## config.mk

```make
export PLATFORM = sky130hd
export DESIGN_NAME = unshift_serial
export DESIGN_NICKNAME = d
export VERILOG_FILES = /design/src/rtl/unshift_serial.sv
export SDC_FILE = /design/constraint.sdc
export NUM_CORES = 1
export LEC_CHECK = 0
export CELL_PAD_IN_SITES_DETAIL_PLACEMENT = 0
export CELL_PAD_IN_SITES_GLOBAL_PLACEMENT = 1
export CORE_UTILIZATION = 46
export DETAILED_ROUTE_END_ITERATION = 7
export DONT_BUFFER_PORTS = 1
export PLACE_DENSITY_LB_ADDON = 0.1
export SLEW_MARGIN = 20
export SYNTH_ARGS = -nofsm -noshare
export SYNTH_HDL_FRONTEND = slang
export SYNTH_SLANG_ARGS = --single-unit
```

## constraint.sdc

```tcl
create_clock -name clk -period 1.93 [get_ports clk]
set_clock_uncertainty 0.1 [all_clocks]
set_input_delay 0.386 -clock clk [delete_from_list [all_inputs] [get_ports clk]]
set_output_delay 0.386 -clock clk [all_outputs]
set_load 0.02 [all_outputs]
```

## src/rtl/unshift_serial.sv

```systemverilog
// Serial right shifter: shifts a captured word one bit per clock, logical or
// arithmetic, and hands the result over a valid/ready pair.
//
//   state | meaning
//   ------+-------------------------------------------------------------
//   IDLE  | waiting for a request
//   SHIFT | data register shifting right one bit per cycle, counter > 0
//   DONE  | result presented on dout, held until out_ready
module unshift_serial #(
  parameter int WIDTH = 16,
  parameter int AMT_W = 3
) (
  input  logic             clk,
  input  logic             rst_n,
  input  logic             in_valid,
  output logic             in_ready,
  input  logic [WIDTH-1:0] din,
  input  logic [AMT_W-1:0] amt,
  input  logic             arith,
  output logic             out_valid,
  input  logic             out_ready,
  output logic [WIDTH-1:0] dout,
  output logic             busy
);

  typedef enum logic [1:0] {
    IDLE  = 2'd0,
    SHIFT = 2'd1,
    DONE  = 2'd2
  } state_t;

  state_t           state_q;
  state_t           state_d;
  logic             armed_q;
  logic [WIDTH-1:0] data_q;
  logic [AMT_W-1:0] cnt_q;
  logic             mode_q;
  logic             accept;

  // armed_q keeps in_ready low through reset and releases it on the first edge
  assign in_ready  = armed_q && ((state_q == IDLE) || ((state_q == DONE) && out_ready));
  assign accept    = in_valid && in_ready;
  assign out_valid = (state_q == DONE);
  assign dout      = out_valid ? data_q : '0;
  assign busy      = (state_q != IDLE);

  // Ready enable: set once after reset release
  always_ff @(posedge clk or negedge rst_n) begin
    if (!rst_n) armed_q <= 1'b0;
    else        armed_q <= 1'b1;
  end

  // State register
  always_ff @(posedge clk or negedge rst_n) begin
    if (!rst_n) state_q <= IDLE;
    else        state_q <= state_d;
  end

  // Next-state decode; an accept in DONE reloads without passing through IDLE
  always_comb begin
    state_d = state_q;
    case (state_q)
      IDLE: begin
        if (accept) state_d = (amt == '0) ? DONE : SHIFT;
      end
      SHIFT: begin
        if (cnt_q == AMT_W'(1)) state_d = DONE;
      end
      DONE: begin
        if (accept)         state_d = (amt == '0) ? DONE : SHIFT;
        else if (out_ready) state_d = IDLE;
      end
      default: state_d = IDLE;
    endcase
  end

  // Datapath: capture on accept, otherwise shift one bit per SHIFT cycle
  always_ff @(posedge clk or negedge rst_n) begin
    if (!rst_n) begin
      data_q <= '0;
      cnt_q  <= '0;
      mode_q <= 1'b0;
    end else if (accept) begin
      data_q <= din;
      cnt_q  <= amt;
      mode_q <= arith;
    end else if (state_q == SHIFT) begin
      data_q <= {(mode_q ? data_q[WIDTH-1] : 1'b0), data_q[WIDTH-1:1]};
      cnt_q  <= cnt_q - AMT_W'(1);
    end
  end

endmodule

```

Yosys cells after proc, flatten, opt, wreduce, memory -nomap -nowiden
Index checks and enable logic that the tools add are counted.

operators by class
  add/sub/neg operators = 1
  $mul = 0
  div/mod/pow operators = 0
  $lt $le $gt $ge = 0
  equal/unequal tests = 7
  shifts and indexed selects = 0
  multiplexer cells = 12
  bitwise operators = 0
  reduce and logical (&&, ||, !) cells = 10

operators with widths
  kind                                                                     count
  16-bit 2-to-1 mux                                                        3
  2-bit 2-to-1 mux                                                         5
  3-bit 2-to-1 mux                                                         2
  2-bit case mux with 3 select lines                                       1
  2-bit inequality test, second input constant                             2
  2-bit nonzero test                                                       2
  3-bit by 1-bit equality test with 1-bit output, second input constant    1
  1-bit logical AND                                                        3
  3-bit logical NOT                                                        1
  3-bit by 1-bit inequality test with 1-bit output, second input constant  1
  3-bit AND reduction                                                      1
  3-bit by 1-bit subtractor with 3-bit output, second input constant       1
  2-bit by 1-bit equality test with 1-bit output, second input constant    1
  2-bit equality test, second input constant                               1
  2-bit logical NOT                                                        1
  2-bit by 1-bit inequality test with 1-bit output, second input constant  1
  2-bit AND reduction                                                      1
  1-bit logical OR                                                         1
  1-bit 2-to-1 mux                                                         1

storage, ports and cells
  bits in registers = 23
  bits in latches = 0
  bits in writable memories = 0
  ROM bits = 0
  input port bits = 24
  output and inout bits = 19
  word-level logic and storage cells = 36
  memories = 0

Depth between registers and ports, before layout
Gate-level depths: netlist of run 1.

  depth after elaboration = 7
  gate-level depth with buffers = 6
  gate-level depth less buffers = 5

Worst setup path after synthesis of run 1
No wires, ideal clock.

  path kind = reg-to-output
  from = register state_q[0]
  to = output dout[10]
  data arrival time = 1.310 ns
  required time = 1.444 ns
  path slack = 0.134 ns
  cell stages (with the launch flop) = 4
  path buffers = 1
  path through = dfrtp_1 > and2b_1 > clkbuf_1 > and2_1

between the ends
  word-level cells in the longest chain between the ends = 2

RTL lines
  item                    line  text
  start, declared         32    state_t state_q;
  start signal, assigned  56    else state_q <= state_d;
  2-bit equality test     43    assign out_valid = (state_q == DONE);
  via out_valid           20    output logic out_valid,
  16-bit 2-to-1 mux       44    assign dout = out_valid ? data_q : '0;
  end, declared           22    output logic [WIDTH-1:0] dout,

The timed path passes the listed nets, and every way through them passes these cells.

Final worst setup path of run 1
  from = register state_q[0]
  to = output dout[12]

between the ends
  word-level cells in the longest chain between the ends = 2

RTL lines
  item                 line
  2-bit equality test  43
  16-bit 2-to-1 mux    44

No other way between the ends.

==> metrics.txt, run 1 <==
proportion of layout cells with a drive suffix above 1=22.83%; Iteration-0 DRC Markers=17; RSZ-0062 raised after global routing=false; Post-Syn Instances=125; H-tree depth=1; Worst-Margin Slew=between 0.5 and 0.6 ns; DR DRC count=0; Final Net Count=154; Wirelength per Cell=17.87 um; clk_lat worst skew=approximately 0.31 ns; Final Hold Vio Count=0; synth warn=0; clk slew on worst S/H paths=0.13 ns; mean area per synthesized cell=between 10 and 15 um^2; CP max FO=9; Rows=18; CTS tree=done; setup violators final=0; critical path arrival=roughly 1.4 ns; PD cells=1537 mW/mm^2; maximum VDD drop=838.8 uV; Synth area leader=dfrtp_1; CP endpoint kind=output port; Tot Pwr=2.098 mW; synthesis-to-layout area growth=6.335%; setup TNS=0 ns; global route overflow=0; synthesized net count=151; clk buf depth=2; LEAKAGE=0.6223 nW; internal reg-to-reg setup slack=~0.33 ns; initial antenna violation count=0; min-delay worst type=in2reg; Clock Sinks=23; Startpoint Class=flop; Placer Congestion=0.7588; Initial Util=50.00%; fmax=about 0.54 GHz; #FFs+latches synth=23; worst path required time=1.44 ns; post-DR vias/cell=between 5 and 6; crit share post-route=96.74%; Total Routing Usage GR=about a fifth; Port Buffers=0; asr flop ratio synth=between 90% and 100%; CTS root buf=clkbuf_4; first-pass GRT wire length=4.271 mm; First-pass DRT Iterations=4; Detail Route Antenna Nets=0; largest net degree at the start of global routing=24; max_cap viols=0; clock buffer count from CTS=3; top cell type's share of synthesized area=between 40% and 50%; vias in the first global route=between 900 and 1,000; Cell variety after synth=27; Final Max Slew Viols=0; critical path type=reg2out; most frequent cell after synthesis=dfrtp_1; Core ar.=roughly 0.0026 mm^2; Worst slew margin=64.20%; die width=54.83 um; HPWL after DPL=about 2 mm; die height=54.83 um; sequential cell area fraction in the yosys report=between 40 and 50%; WL final=2.806 mm; top cells by area, synth=dfrtp_1 (45%), mux2i_1 (10%), and2_1 (9.3%); Diodes inserted=0; Post-synth EDFFs=0; status=finished, final reports clean; ys flop type=dfrtp_1; IO Count=43; via count=917; Tmin final=1.867 ns; Die ar.=0.003006 mm^2; most frequent cells after synthesis=dfrtp_1 (23), and2_1 (19), nand4_1 (14), o21ai_0 (14), mux2i_1 (13); Synth Cell Area=0.001284 mm^2
-- flip-flops by register name, summed over array words and instances (netlist names) --
signal	cells
armed_q	1
state_q	2
cnt_q	3
data_q	16
mode_q	1
-- cell families after synthesis --
group                    after synthesis  synth area share, %
AO/OA/AOI/OAI                         21                9.942
XOR/XNOR                               2                1.365
adder cells (fa/ha/maj)                2                1.949
buffers and inverters                 14                6.433
flip-flops                            23                44.83
multiplexers                          16                12.77
other                                  1               0.2921
AND/OR/NAND/NOR                       46                22.42
-- power breakdown --
group,switching [mW],internal [mW]
logic,0.540,0.470
registers,0.157,0.708
clock network,0.143,0.0806
total,0.840,1.26
-- final cells by class --
type                       instances  area [um^2]
multi-input combinational         88        640.6
timing repair buffer              10        75.07
inverter                           2        7.507
sequential                        23        578.1
fill                             254         1202
tap                               30        37.54
clock buffer                       4        26.28
-- placed cells by master (no fill, tap or decap) --
master         instances
dfrtp_1               21
nand4_1               14
o21ai_0               14
mux2i_1               13
and2_1                11
and2_2                 8
buf_4                  8
a221o_1                4
mux2_2                 3
clkbuf_4               3
inv_1                  2
nor2b_1                2
xnor2_1                2
nor2_1                 2
ha_1                   2
dfrtp_2                2
or2_2                  1
and2b_1                1
nand2b_2               1
nor2b_2                1
and3_4                 1
nand3b_1               1
nand3_1                1
nand2b_1               1
o21ai_1                1
a31oi_1                1
nor3_1                 1
o22ai_1                1
conb_1                 1
clkbuf_1               1
buf_2                  1
dlygate4sd3_1          1
-- what timing repair did --
item,in CTS,in global routing
hold endpoints to repair,23,23
buffers inserted,0,1
hold buffers,1,1
resized for setup,9,3
setup endpoints to repair,9,17
-- worst paths after layout --
path,start,endpoint,cells after the start
setup / recovery,state_q[0],dout[12],3
hold / removal,in_valid,data_q[1],2
setup reg to reg,state_q[0],mode_q,3
hold reg to reg,mode_q,mode_q,1
max in group asynchronous,rst_n,state_q[0],2
min in group asynchronous,rst_n,armed_q,2
-- critical path: stages, from the launching register on --
cell and delay [ns]:
dfrtp_2 0.45, and2b_1 0.21, buf_4 0.19, and2_2 0.23
-- stage by stage --
stage / utilization (%) / hold slack [ns] / cells / area [um^2] / worst slack, ns
floorplan: - / -0.009591 / 125 / 1284 / 0.1343
global placement: 50.58 / -0.008941 / 150 / 1299 / 0.2484
detailed placement: 50.58 / -0.008909 / 150 / 1299 / 0.1684
CTS: 52.49 / 0.1062 / 155 / 1348 / 0.01545
global route: 53.17 / 0.09947 / 157 / 1365 / 0.001461
finish: 53.17 / 0.1091 / 157 / 1365 / 0.06287
-- metal layers --
metal | track usage (%) | vias up | share of wire, %
met5 | 0 | - | 0
met4 | 7.692 | 0 | 0.71
met3 | 3.333 | 2 | 5.3
met2 | 32.73 | 23 | 47
met1 | 27.10 | 443 | 47
li1 | - | 449 | -
(Power assumes the default switching activity.)
==> inputs of run 2 (changes only) <==
Settings changed: CORE_UTILIZATION 46 to 49.
Clock period 1.93 ns to 2.4 ns, I/O delays scaled along.
==> run 2 against run 1 <==
Total power is 23% lower. Cell count is 3.2% lower. Die area shrank 5.9%. Utilization shrank 0.39 points. Sequential share of layout area grew 1.7 points. Register-to-register slack better by 0.23 ns. Via count is 1.4% higher. Worst hold slack lost 0.087 ns. Routed wire length down 5.6%. Non-clock buffer count is 5 lower. Count of clock-buffer cells in the layout unchanged.
==> metrics.txt, run 2 (synthesis results as in run 1) <==
Total Routing Usage GR=21.26% (+0.89 points); Final Net Count=149 (-3.2%); Die ar.=0.002829 mm^2 (-5.9%); crit share post-route=90.14%; Iteration-0 DRC Markers=39 (+22); commonest non-fill, non-tap cells in the layout=dfrtp_1 (23), and2_1 (19), nand4_1 (14), o21ai_0 (14), mux2i_1 (13); # resized after CTS=0 (-9); RSZ-0062 raised after global routing=false; Rows=18 (unchanged); First-pass DRT Iterations=4 (unchanged); Initial Util=51.82% (+1.8 points); max_cap viols=0 (unchanged); Final Hold Vio Count=0 (unchanged); worst path required time=1.82 ns (+0.38 ns); IO Count=43 (unchanged); via count=930 (+1.4%); CP max FO=17 (+8); Diodes inserted=0 (unchanged); Tmin final=2.163 ns; CP endpoint kind=output port; Worst Reg-to-Reg Cells=4 (+1); Worst slew margin=45.57% (-19 points); commonest non-fill, non-tap cell in the layout=dfrtp_1; internal reg-to-reg setup slack=0.56 ns (+0.23 ns); clk_lat worst skew=0.31 ns (about the same); H-tree depth=1 (unchanged); Worst-Margin Slew=0.8165 ns (+0.2795 ns); setup TNS=0 ns (unchanged); Final Max Slew Viols=0 (unchanged); WL final=2.650 mm (-5.6%); initial antenna violation count=0 (unchanged); clk slew on worst S/H paths=0.13 ns (about the same); synthesis-to-layout area growth=1.852%; CTS tree=done; CTS root buf=clkbuf_4; clk buf depth=2 (unchanged); Wirelength per Cell=17.43 um (-2.5%); global route overflow=0 (unchanged); die width=53.19 um (-3.0%); die height=53.19 um (-3.0%); post-DR vias/cell=6.118 (+4.8%); biggest registers after layout=data_q x16, cnt_q x3, state_q x2; fmax=0.4623 GHz; LEAKAGE=0.5928 nW (-4.7%); setup violators final=0 (unchanged); critical path type=reg2out; first-pass GRT wire length=4.312 mm (+0.96%); maximum VDD drop=607.4 uV (-28%); Port Buffers=0 (unchanged); critical path arrival=1.58 ns (+0.20 ns); status=finished, final reports clean; vias in the first global route=906 (-3.3%); largest register by flop count=data_q; Clock Sinks=23 (unchanged); HPWL after DPL=1.857 mm (-7.1%); largest net degree at the start of global routing=24 (unchanged); Final Core Density=52.78% (-0.39 points); Core ar.=0.002477 mm^2 (-3.5%); proportion of layout cells with a drive suffix above 1=10.66% (-12 points); clock buffer count from CTS=3 (unchanged); PD cells=1239 mW/mm^2 (-19%); Placer Congestion=0.7217 (-4.9%); min-delay worst type=in2async; number of flip-flops in the largest register=16 (unchanged); Detail Route Antenna Nets=0 (unchanged); DR DRC count=0 (unchanged); Startpoint Class=flop
==> run 2: cell count changes in the layout (fill, tap and decap cells not counted), moves of 2 or more <==
cell     before  now
and2_1       11   19
and2_2        8    0
buf_4         8    4
dfrtp_1      21   23
dfrtp_2       2    0
==> run 2: repair_timing <==
action,CTS,global route
endpoints found under the setup margin,0,0
endpoints found under the hold margin,23,0
hold buffers,1,0
buffers inserted,0,0
==> run 2: path summary, 6_finish.rpt <==
check,start,endpoint
setup / recovery,state_q[0],dout[11]
setup reg to reg,state_q[0],mode_q
max in group asynchronous,rst_n,data_q[12]
min in group clk,in_valid,data_q[1]
hold reg to reg,mode_q,mode_q
hold / removal,rst_n,state_q[1]
==> run 2: area by class of cell <==
| type | instances | area (um^2) |
|---|---|---|
| Clock buffer | 4 | 26.28 |
| Fill cell | 247 | 1170 |
| Inverter | 2 | 7.507 |
| Multi-Input combinational cell | 88 | 625.6 |
| Sequential cell | 23 | 575.6 |
| Tap cell | 30 | 37.54 |
| Timing Repair Buffer | 5 | 35.03 |
==> run 2: layer usage <==
| layer | vias to the layer above | routed length, um | GRT usage, % |
|---|---|---|---|
| met4 | 0 | 15 | 7.895 |
| met5 | - | 0 | 0 |
| met2 | 34 | 1213 | 31.01 |
| li1 | 437 | - | - |
| met3 | 2 | 202 | 4.885 |
| met1 | 457 | 1219 | 30.32 |
==> run 2: report_power, final <==
| part | switching, mW | internal, mW |
|---|---|---|
| registers | 0.123 | 0.566 |
| logic | 0.410 | 0.339 |
| clock network | 0.118 | 0.0649 |
| total | 0.650 | 0.970 |
==> run 2: stage by stage <==
step / area [um^2] / total power [mW] / hold WS [ns] / setup slack (ns) / cells
finish: 1308 / 1.620 / 0.02204 / 0.2367 / 152
global route: 1308 / 1.763 / 0.05368 / 0.07925 / 152
CTS: 1313 / 1.651 / 0.1822 / 0.1705 / 152
detailed placement: 1276 / 1.449 / 0.08486 / 0.5496 / 147
global placement: 1276 / 1.440 / 0.08487 / 0.5921 / 147
floorplan: 1284 / 1.329 / 0.08441 / 0.5103 / 125
==> run 2: critical path, cell delays in order, from the launching register on <==
cell	delay (ns)
dfrtp_1	0.46
and2b_1	0.49
and2_1	0.32
